`src/rtl/clint_timer.sv`:
```
// clint_timer: CLINT mtime/mtimecmp/msip block driving registered trint/swint/exint levels.
// Define CLINT_EXINT_SYNC_EN to route exint_in through a two-flop synchronizer.
module clint_timer #(
    parameter int unsigned TICK_DIV = 1
) (
    input  logic        clk,
    input  logic        reset,
    input  logic        req_valid,
    input  logic        req_write,
    input  logic [15:0] req_addr,
    input  logic [63:0] req_wdata,
    input  logic [7:0]  req_strb,
    output logic        resp_valid,
    output logic [63:0] resp_rdata,
    input  logic        exint_in,
    output logic        trint,
    output logic        swint,
    output logic        exint
);
    localparam logic [15:0] DIV_MAX = 16'(TICK_DIV - 1);

    logic [15:0] r_div_cnt;
    logic [63:0] r_mtime, r_mtimecmp, r_resp_rdata;
    logic        r_msip, r_trint, r_swint, r_exint, r_resp_valid;
    logic        w_tick, w_wr, w_sel_msip, w_sel_cmp, w_sel_time, w_msip_next, w_unused;
    logic [63:0] w_mask, w_mtime_next, w_mtimecmp_next, w_rdata;

    genvar i;
    generate
        for (i = 0; i < 8; i++) begin : g_mask
            assign w_mask[8*i +: 8] = {8{req_strb[i]}};
        end
    endgenerate

    assign w_unused        = ^req_addr[2:0];
    assign w_tick          = r_div_cnt == DIV_MAX;
    assign w_wr            = req_valid && req_write;
    assign w_sel_msip      = req_addr[15:3] == 13'h0000;
    assign w_sel_cmp       = req_addr[15:3] == 13'h0800;
    assign w_sel_time      = req_addr[15:3] == 13'h17FF;
    // A bus write to mtime wins over that cycle's tick
    assign w_mtime_next    = (w_wr && w_sel_time) ? (r_mtime & ~w_mask) | (req_wdata & w_mask)
                                                  : r_mtime + 64'(w_tick);
    assign w_mtimecmp_next = (w_wr && w_sel_cmp) ? (r_mtimecmp & ~w_mask) | (req_wdata & w_mask)
                                                 : r_mtimecmp;
    assign w_msip_next     = (w_wr && w_sel_msip && req_strb[0]) ? req_wdata[0] : r_msip;
    assign w_rdata         = w_sel_msip ? {63'd0, r_msip} :
                             w_sel_cmp  ? r_mtimecmp :
                             w_sel_time ? r_mtime : 64'd0;

    always_ff @(posedge clk or posedge reset) begin
        if (reset) begin
            r_div_cnt    <= 16'd0;
            r_mtime      <= 64'd0;
            r_mtimecmp   <= '1;
            r_msip       <= 1'b0;
            r_trint      <= 1'b0;
            r_swint      <= 1'b0;
            r_resp_valid <= 1'b0;
            r_resp_rdata <= 64'd0;
        end else begin
            r_div_cnt    <= w_tick ? 16'd0 : r_div_cnt + 16'd1;
            r_mtime      <= w_mtime_next;
            r_mtimecmp   <= w_mtimecmp_next;
            r_msip       <= w_msip_next;
            r_trint      <= w_mtime_next >= w_mtimecmp_next;
            r_swint      <= w_msip_next;
            r_resp_valid <= req_valid;
            r_resp_rdata <= (req_valid && !req_write) ? w_rdata : 64'd0;
        end
    end

`ifdef CLINT_EXINT_SYNC_EN
    logic r_exint_meta;
    always_ff @(posedge clk or posedge reset) begin
        if (reset) begin
            r_exint_meta <= 1'b0;
            r_exint      <= 1'b0;
        end else begin
            r_exint_meta <= exint_in;
            r_exint      <= r_exint_meta;
        end
    end
`else
    always_ff @(posedge clk or posedge reset) begin
        if (reset) r_exint <= 1'b0;
        else       r_exint <= exint_in;
    end
`endif

    assign resp_valid = r_resp_valid;
    assign resp_rdata = r_resp_rdata;
    assign trint      = r_trint;
    assign swint      = r_swint;
    assign exint      = r_exint;
endmodule

```
`config.mk`:
```
export PLATFORM = sky130hd
export DESIGN_NAME = clint_timer
export DESIGN_NICKNAME = d
export VERILOG_FILES = /design/src/rtl/clint_timer.sv
export SDC_FILE = /design/constraint.sdc
export NUM_CORES = 1
export LEC_CHECK = 0
export ABC_AREA = 1
export BUFFER_PORTS_ARGS = -buffer_cell sky130_fd_sc_hd__buf_2
export CAP_MARGIN = 5
export CORE_UTILIZATION = 49
export DETAILED_ROUTE_END_ITERATION = 16
export PLACE_DENSITY = 0.69
export SLEW_MARGIN = 15
export SYNTH_ARGS = -nofsm -noshare
export SYNTH_HDL_FRONTEND = slang
export SYNTH_SLANG_ARGS = --single-unit
export TNS_END_PERCENT = 20
```
`constraint.sdc`:
```
create_clock -name clk -period 14.75 [get_ports clk]
set_clock_uncertainty 0.15 [all_clocks]
set_input_delay 0 -clock clk [delete_from_list [all_inputs] [get_ports clk]]
set_output_delay 0 -clock clk [all_outputs]
set_load 0.01 [all_outputs]
```
==> out/results.ini, run 1 <==
[run_status]
outcome=complete, no violations

[power_and_ir_drop]
peakVddDrop_v=0.0000750
leakagePower_nw=8.59
finalPower_mw=1.39
powerDensity_nw_per_um2=80.4

[critical_path]
path_common_cell=nand2_1
cp_slowest_cell=nor2_1
reg2reg_depth=26
path_class=flip-flop to flip-flop
crit_buf_inv=3
reg2reg_from=r_div_cnt[0]
cp_top_family=simple AND/OR/NAND/NOR gates
critPathLaunch=r_div_cnt[0]
r2r_end=trint
slowest_delay_ps=550
critPathArrivalTime_ps=5060
end_kind=flip-flop
rrSetupSlack_ps=10000
worstPathRequired_ps=15060
cp_max_fo=5
worstSetupStartpointType=flip-flop

[synthesis]
ys_warn_count=0
yosysTopAreaCellShare=0.275
yosys.area.top_type=dfrtp_1
synth_area_sq_um=13500
synth-seq-area-share=0.399
syn-mean-instance-area_sq_um=7.26
synth_seq_cells=212
ys_top_cells_by_area=dfrtp_1 (27%), dfstp_2 (12%), nand2_1 (12%)
synth_cell_types=41
async_reset_ff_frac=1.00
synth_edf_count=0
ys.flop_type=dfrtp_1
syn_nets=2019
synthCells=1858

[placed_design]
io_buffers=157
gp_congestion=0.969
dp_slack_ps=10020
dp_cells=2314
hpwl_mm=28.6

[die]
die_area_sq_um=28200
die_w_um=168
die_h_um=168
rows=60
initial_core_util=0.500
io_pins=161
core-area_sq_um=27000

[final_layout]
diodes=0
layout-drive-gt1-share=0.166
fin_nets=2347
n_fill_cell=2309
final_util=0.641
area_delta_synth_final_pct=28.2
fin_cells=2546

[route]
drt_iter0_markers=1013
ant_nets=0
drt_wl_total_mm=42.6
drc_errors=0
dr.pass1.iters=6
vias=13567
via_per_inst=5.33
wl_per_cell_um=16.7

[global_route]
overflow=0
grt_max_degree=82
grt_pass1_vias=13404
grt.total_usage=0.304
grt_first_pass_wirelength_mm=68.0
antenna_found_initial=0

[clock_network]
numCtsBuffers=25
postCtsResizedCells=0
cts_tree=done
cts_max_level=1
worstSkewPairLatency_ps=550
clk_pin_slew_worst_paths_ps=60
clock_path_buffers=3
clock-sinks=212
cts-root-buf=clkbuf_16

[sta]
rsz0062_at_grt=no
worstMarginPinSlew_ps=995
maxSlewViolCount=0
fmax_mhz=210
relSlewSlack=0.337
setup_viol=0
tns_ps=0
fin_crit_sh=0.322
period_needed_ps=4750
hold_violations=0
fin_ws_ps=10000

[job]
maxCapViolations=0

[hold_path]
hold_path_end=resp_rdata[4]
min_path_cells=6
hold_start=req_addr[6]
hold_path.class=primary input to flip-flop

==> per-layer routing <==
layer | GRT usage | vias to the layer above | wire length [um]
li1 | - | 6604 | -
met4 | 0.115 | 0 | 1420
met5 | 0 | - | 0
met1 | 0.390 | 6375 | 18100
met3 | 0.0475 | 90 | 2970
met2 | 0.515 | 498 | 20100
==> what timing repair did <==
item | in CTS | in global routing
setup buffers | 0 | 0
hold buffers | 186 | 0
endpoints found under the hold margin | 224 | 0
==> power by group <==
part,internal (mW),switching (mW)
clock network,0.392,0.259
registers,0.591,0.0130
logic,0.0598,0.0747
==> synthesized netlist by cell type (2+ instances only) <==
master      n
o21ai_2    40
nand3b_1    4
and2_1      8
inv_1     261
dfstp_2    64
nand4_1    27
buf_2       8
or2_2      14
clkinv_1    4
nor4_1      4
nor3_1     12
o21ai_1    20
nor2_1    257
nand2_1   416
xnor2_1     2
a21oi_1   143
inv_2      23
clkbuf_1   38
nand3_1    87
o21bai_1   25
dfrtp_1   148
buf_6       5
o21ai_0    93
a21o_1      2
ha_1       68
o21a_1     43
xor2_1     28
==> worst max path at each step <==
stage	cells past startpoint	endpoint
final	26	trint
after global routing	28	trint
after CTS	28	trint
after detailed placement	28	trint
after global placement	26	trint
after floorplan	1	exint
==> cells by family (layout without fill, tap and decap cells) <==
family                     count (synthesis)  after routing  synth area share
adders and majority gates                 68             68            0.0631
muxes                                      1              1          0.000742
buffers and inverters                    341            688            0.0986
and+or+nand+nor                          836            836             0.257
xor gates and xnor gates                  30             30            0.0195
AOI/OAI and AO/OA                        370            370             0.162
DFF                                      212            212             0.399
==> sequential cells by signal (all words and copies together), names as in the netlist <==
signal	count
resp_valid	1
trint	1
resp_rdata	64
exint	1
r_div_cnt	16
r_mtimecmp	64
swint	1
r_mtime	64
==> cells in the final DEF (no fill, tap or decap), types with 5 or more instances in the layout <==
cell,count
clkbuf_16,25
buf_2,157
inv_1,260
nor2_1,256
ha_1,68
nand3_1,87
or2_2,14
dfrtp_1,148
dlygate4sd3_1,186
dfstp_2,64
o21ai_0,93
and2_1,8
nor3_1,12
clkinv_2,5
clkbuf_8,9
inv_2,24
o21ai_1,20
xor2_1,28
o21ai_2,40
nand2_1,414
buf_4,11
o21a_1,43
nand4_1,27
o21bai_1,25
a21oi_1,143
==> worst reg2reg max path: stages (launching register included) <==
cell and delay (ps):
dfrtp_1 410, inv_1 90, ha_1 140, nand4_1 90
nor2_1 120, nand2_1 70, inv_1 140, ha_1 340
ha_1 250, nand3_1 170, nor2_1 270, nand3_1 190
nor2_1 550, nand4_1 160, nand2_1 120, a21oi_1 80
ha_1 320, nand2_1 40, inv_1 70, nand3_1 80
nor3_1 300, nand2_1 170, nor2_1 120, nand2_1 60
nand2_1 50, nor2_1 40, nand2_1 90
==> final cells by class <==
cell class,count,area (sq um),area share
multi-input cells,1305,6780,0.392
clock inverters,11,121,0.00702
inverters,288,1090,0.0630
flip-flops and latches,212,5390,0.312
repair buffers,354,2730,0.158
clock buffers,35,753,0.0436
well taps,341,427,0.0247
==> per-stage QoR <==
stage	cell area, sq um	hold WS, ps
2_1_floorplan	13500	-119
3_3_place_gp	14500	-40.0
4_1_cts	17300	42.3
3_5_place_dp	14500	-35.5
6_report	17300	68.3
5_1_grt	17300	104
(Power assumes the default switching activity.)
==> inputs of run 2 (changes only) <==
ABC_AREA = 0   (was 1)
PLACE_DENSITY = 0.7   (was 0.69)
clock period = 4.74 ns   (was 14.75 ns; I/O delays follow)
==> run 2 against run 1 <==
Net effect:
- design area shrank 16%
- combinational power grew 130%
- worst setup slack lost 9700 ps
- total power grew to 3.0 times the previous value
- utilization shrank 0.65 points
- die area shrank 14%
==> out/results.ini, run 2 <==
[run_status]
outcome=complete, no violations

[synthesis]
synth_area_sq_um=11500
synth_most_common_cell=dfrtp_1
yosysTopAreaCellShare=0.321
ys_warn_count=0
synth_top_family_by_area=simple AND/OR/NAND/NOR gates
synth_mux_area_frac=0.0650
synth-simple-area-share=0.184
async_reset_ff_frac=1.00
yosys.area.top_type=dfrtp_1
synthCells=1164
synth_adder_area_share=0.0737
synth_cell_types=66
syn-mean-instance-area_sq_um=9.91
synth_xor_area_frac=0.0129
ys.flop_type=dfrtp_1
synth_edf_count=0
synth.top_cells.by_count=dfrtp_1 (148), nor2_1 (139), a21oi_1 (79)
synth_seq_cells=212
synth-seq-area-share=0.467
syn_nets=1325
synth_compound_area_frac=0.154
ys_top_cells_by_area=dfrtp_1 (32%), dfstp_2 (15%), ha_1 (7.4%)

[power_and_ir_drop]
leakagePower_nw=6.55
powerDensity_nw_per_um2=283
peakVddDrop_v=0.000209

[placed_design]
hpwl_mm=22.8
dp_slack_ps=-31.1
gp_congestion=0.891
io_buffers=157

[final_layout]
fin_nets=1578
layout-drive-gt1-share=0.262
area_delta_synth_final_pct=25.7
final_common_cell=buf_2
layout_common_cells=buf_2 (157), dfrtp_1 (148), nor2_1 (138), dlygate4sd3_1 (88), a21oi_1 (78)
final_util=0.635
diodes=0

[critical_path]
worstPathRequired_ps=4990
end_kind=flip-flop
critPathLaunch=r_div_cnt[0]
path_class=flip-flop to flip-flop
worstSetupStartpointType=flip-flop
reg2reg_from=r_div_cnt[0]
critPathArrivalTime_ps=4690
cp_max_fo=7

[global_route]
grt.total_usage=0.272
grt_pass1_vias=9909
grt_first_pass_wirelength_mm=52.3
overflow=0
grt_max_degree=138
antenna_found_initial=0

[die]
die_area_sq_um=24200
die_h_um=155
rows=55
initial_core_util=0.505
core-area_sq_um=22800
die_w_um=155
io_pins=161

[route]
wl_per_cell_um=18.7
dr_wl_met3_mm=2.00
dr.pass1.iters=6
vias=10290
route.met2.wl_mm=15.4
ant_nets=0
drc_errors=0
top_layer=met4
via_per_inst=5.89
drt_wl_total_mm=32.6
wl_met1_mm=14.3
drt_iter0_markers=930

[clock_network]
clock-sinks=212
cts_max_level=1
numCtsBuffers=24
worstSkewPairLatency_ps=520
clk_pin_slew_worst_paths_ps=60
cts-root-buf=clkbuf_16
clock_path_buffers=3
cts_tree=done

[sta]
setup_viol=0
maxSlewViolCount=0
fin_ws_ps=296
fmax_mhz=225
holdWs_ps=60.2
period_needed_ps=4440
hold_violations=0
worstMarginPinSlew_ps=964
relSlewSlack=0.357
fin_crit_sh=0.938

[hold_path]
hold_path.class=primary input to flip-flop
hold_start=req_valid

[job]
maxCapViolations=0

## run 2: kinds of logic after synthesis
family,count (synthesis)
compound gates,265
xor+xnor,17
fa+ha+maj,68
buf+inv,122
flops,212
mux,69
simple gates,411
## run 2: layout make-up
class | count | area, sq um
clock buffers | 34 | 679
clock inverters | 9 | 120
fillers | 1891 | 8350
inverters | 75 | 285
multi-input cells | 830 | 5730
flip-flops and latches | 212 | 5390
well taps | 313 | 392
repair buffers | 274 | 1910
## run 2: report_power, final
group | leakage [nW] | internal (mW) | switching, mW | total (mW)
Clock | 0.397 | 1.16 | 0.738 | 1.89
Sequential | 2.53 | 1.85 | 0.0474 | 1.89
Combinational | 3.63 | 0.139 | 0.174 | 0.314
Total | 6.55 | 3.14 | 0.960 | 4.10
## run 2: path summary, 6_finish.rpt
path                             endpoint  slack, ps  depth (start not counted)
max                                 trint        300                         19
min                            resp_valid         60                          2
max reg2reg                         trint        300                         19
min reg2reg                 r_div_cnt[15]        320                          1
max in group asynchronous  resp_rdata[48]       3560                          4
min in group asynchronous   resp_rdata[5]        110                          4
## run 2: routing by layer
layer | vias up | global-route usage
met4 | 0 | 0.0789
met3 | 72 | 0.0318
li1 | 4766 | -
met1 | 5025 | 0.377
met2 | 427 | 0.448
met5 | - | 0
## run 2: through the flow
step                cells  setup TNS [ps]  cell area, sq um  power, mW
finish               1747               0             14500       4.10
detailed placement   1614           -31.1             12700       2.18
floorplan            1164               0             11500       2.06
global route         1747           -27.8             14500       4.24
CTS                  1745               0             14400       4.12
global placement     1614               0             12700       2.18
## run 2: what timing repair did
| item | 4_1_cts | 5_1_grt |
|---|---|---|
| hold endpoints to repair | 285 | 0 |
| gates resized for setup | 1 | 13 |
| hold buffers | 88 | 0 |
| setup endpoints to repair | 1 | 1 |
| pin swaps | 0 | 4 |
| setup buffers | 0 | 2 |
## run 2: worst max-delay path, stage by stage, from the launching register on
cell and delay [ps]:
dfrtp_1 410, inv_1 70, ha_1 130, nor4b_1 230
and4_2 320, ha_1 200, ha_1 220, nand4_1 200
nor2_4 200, nand3_2 200, or3_1 440, o21a_1 190
o22a_1 180, ha_1 310, nand4_1 130, nor4_2 60
a221oi_1 250, o21ai_0 150, o21ai_0 190, o211ai_1 100
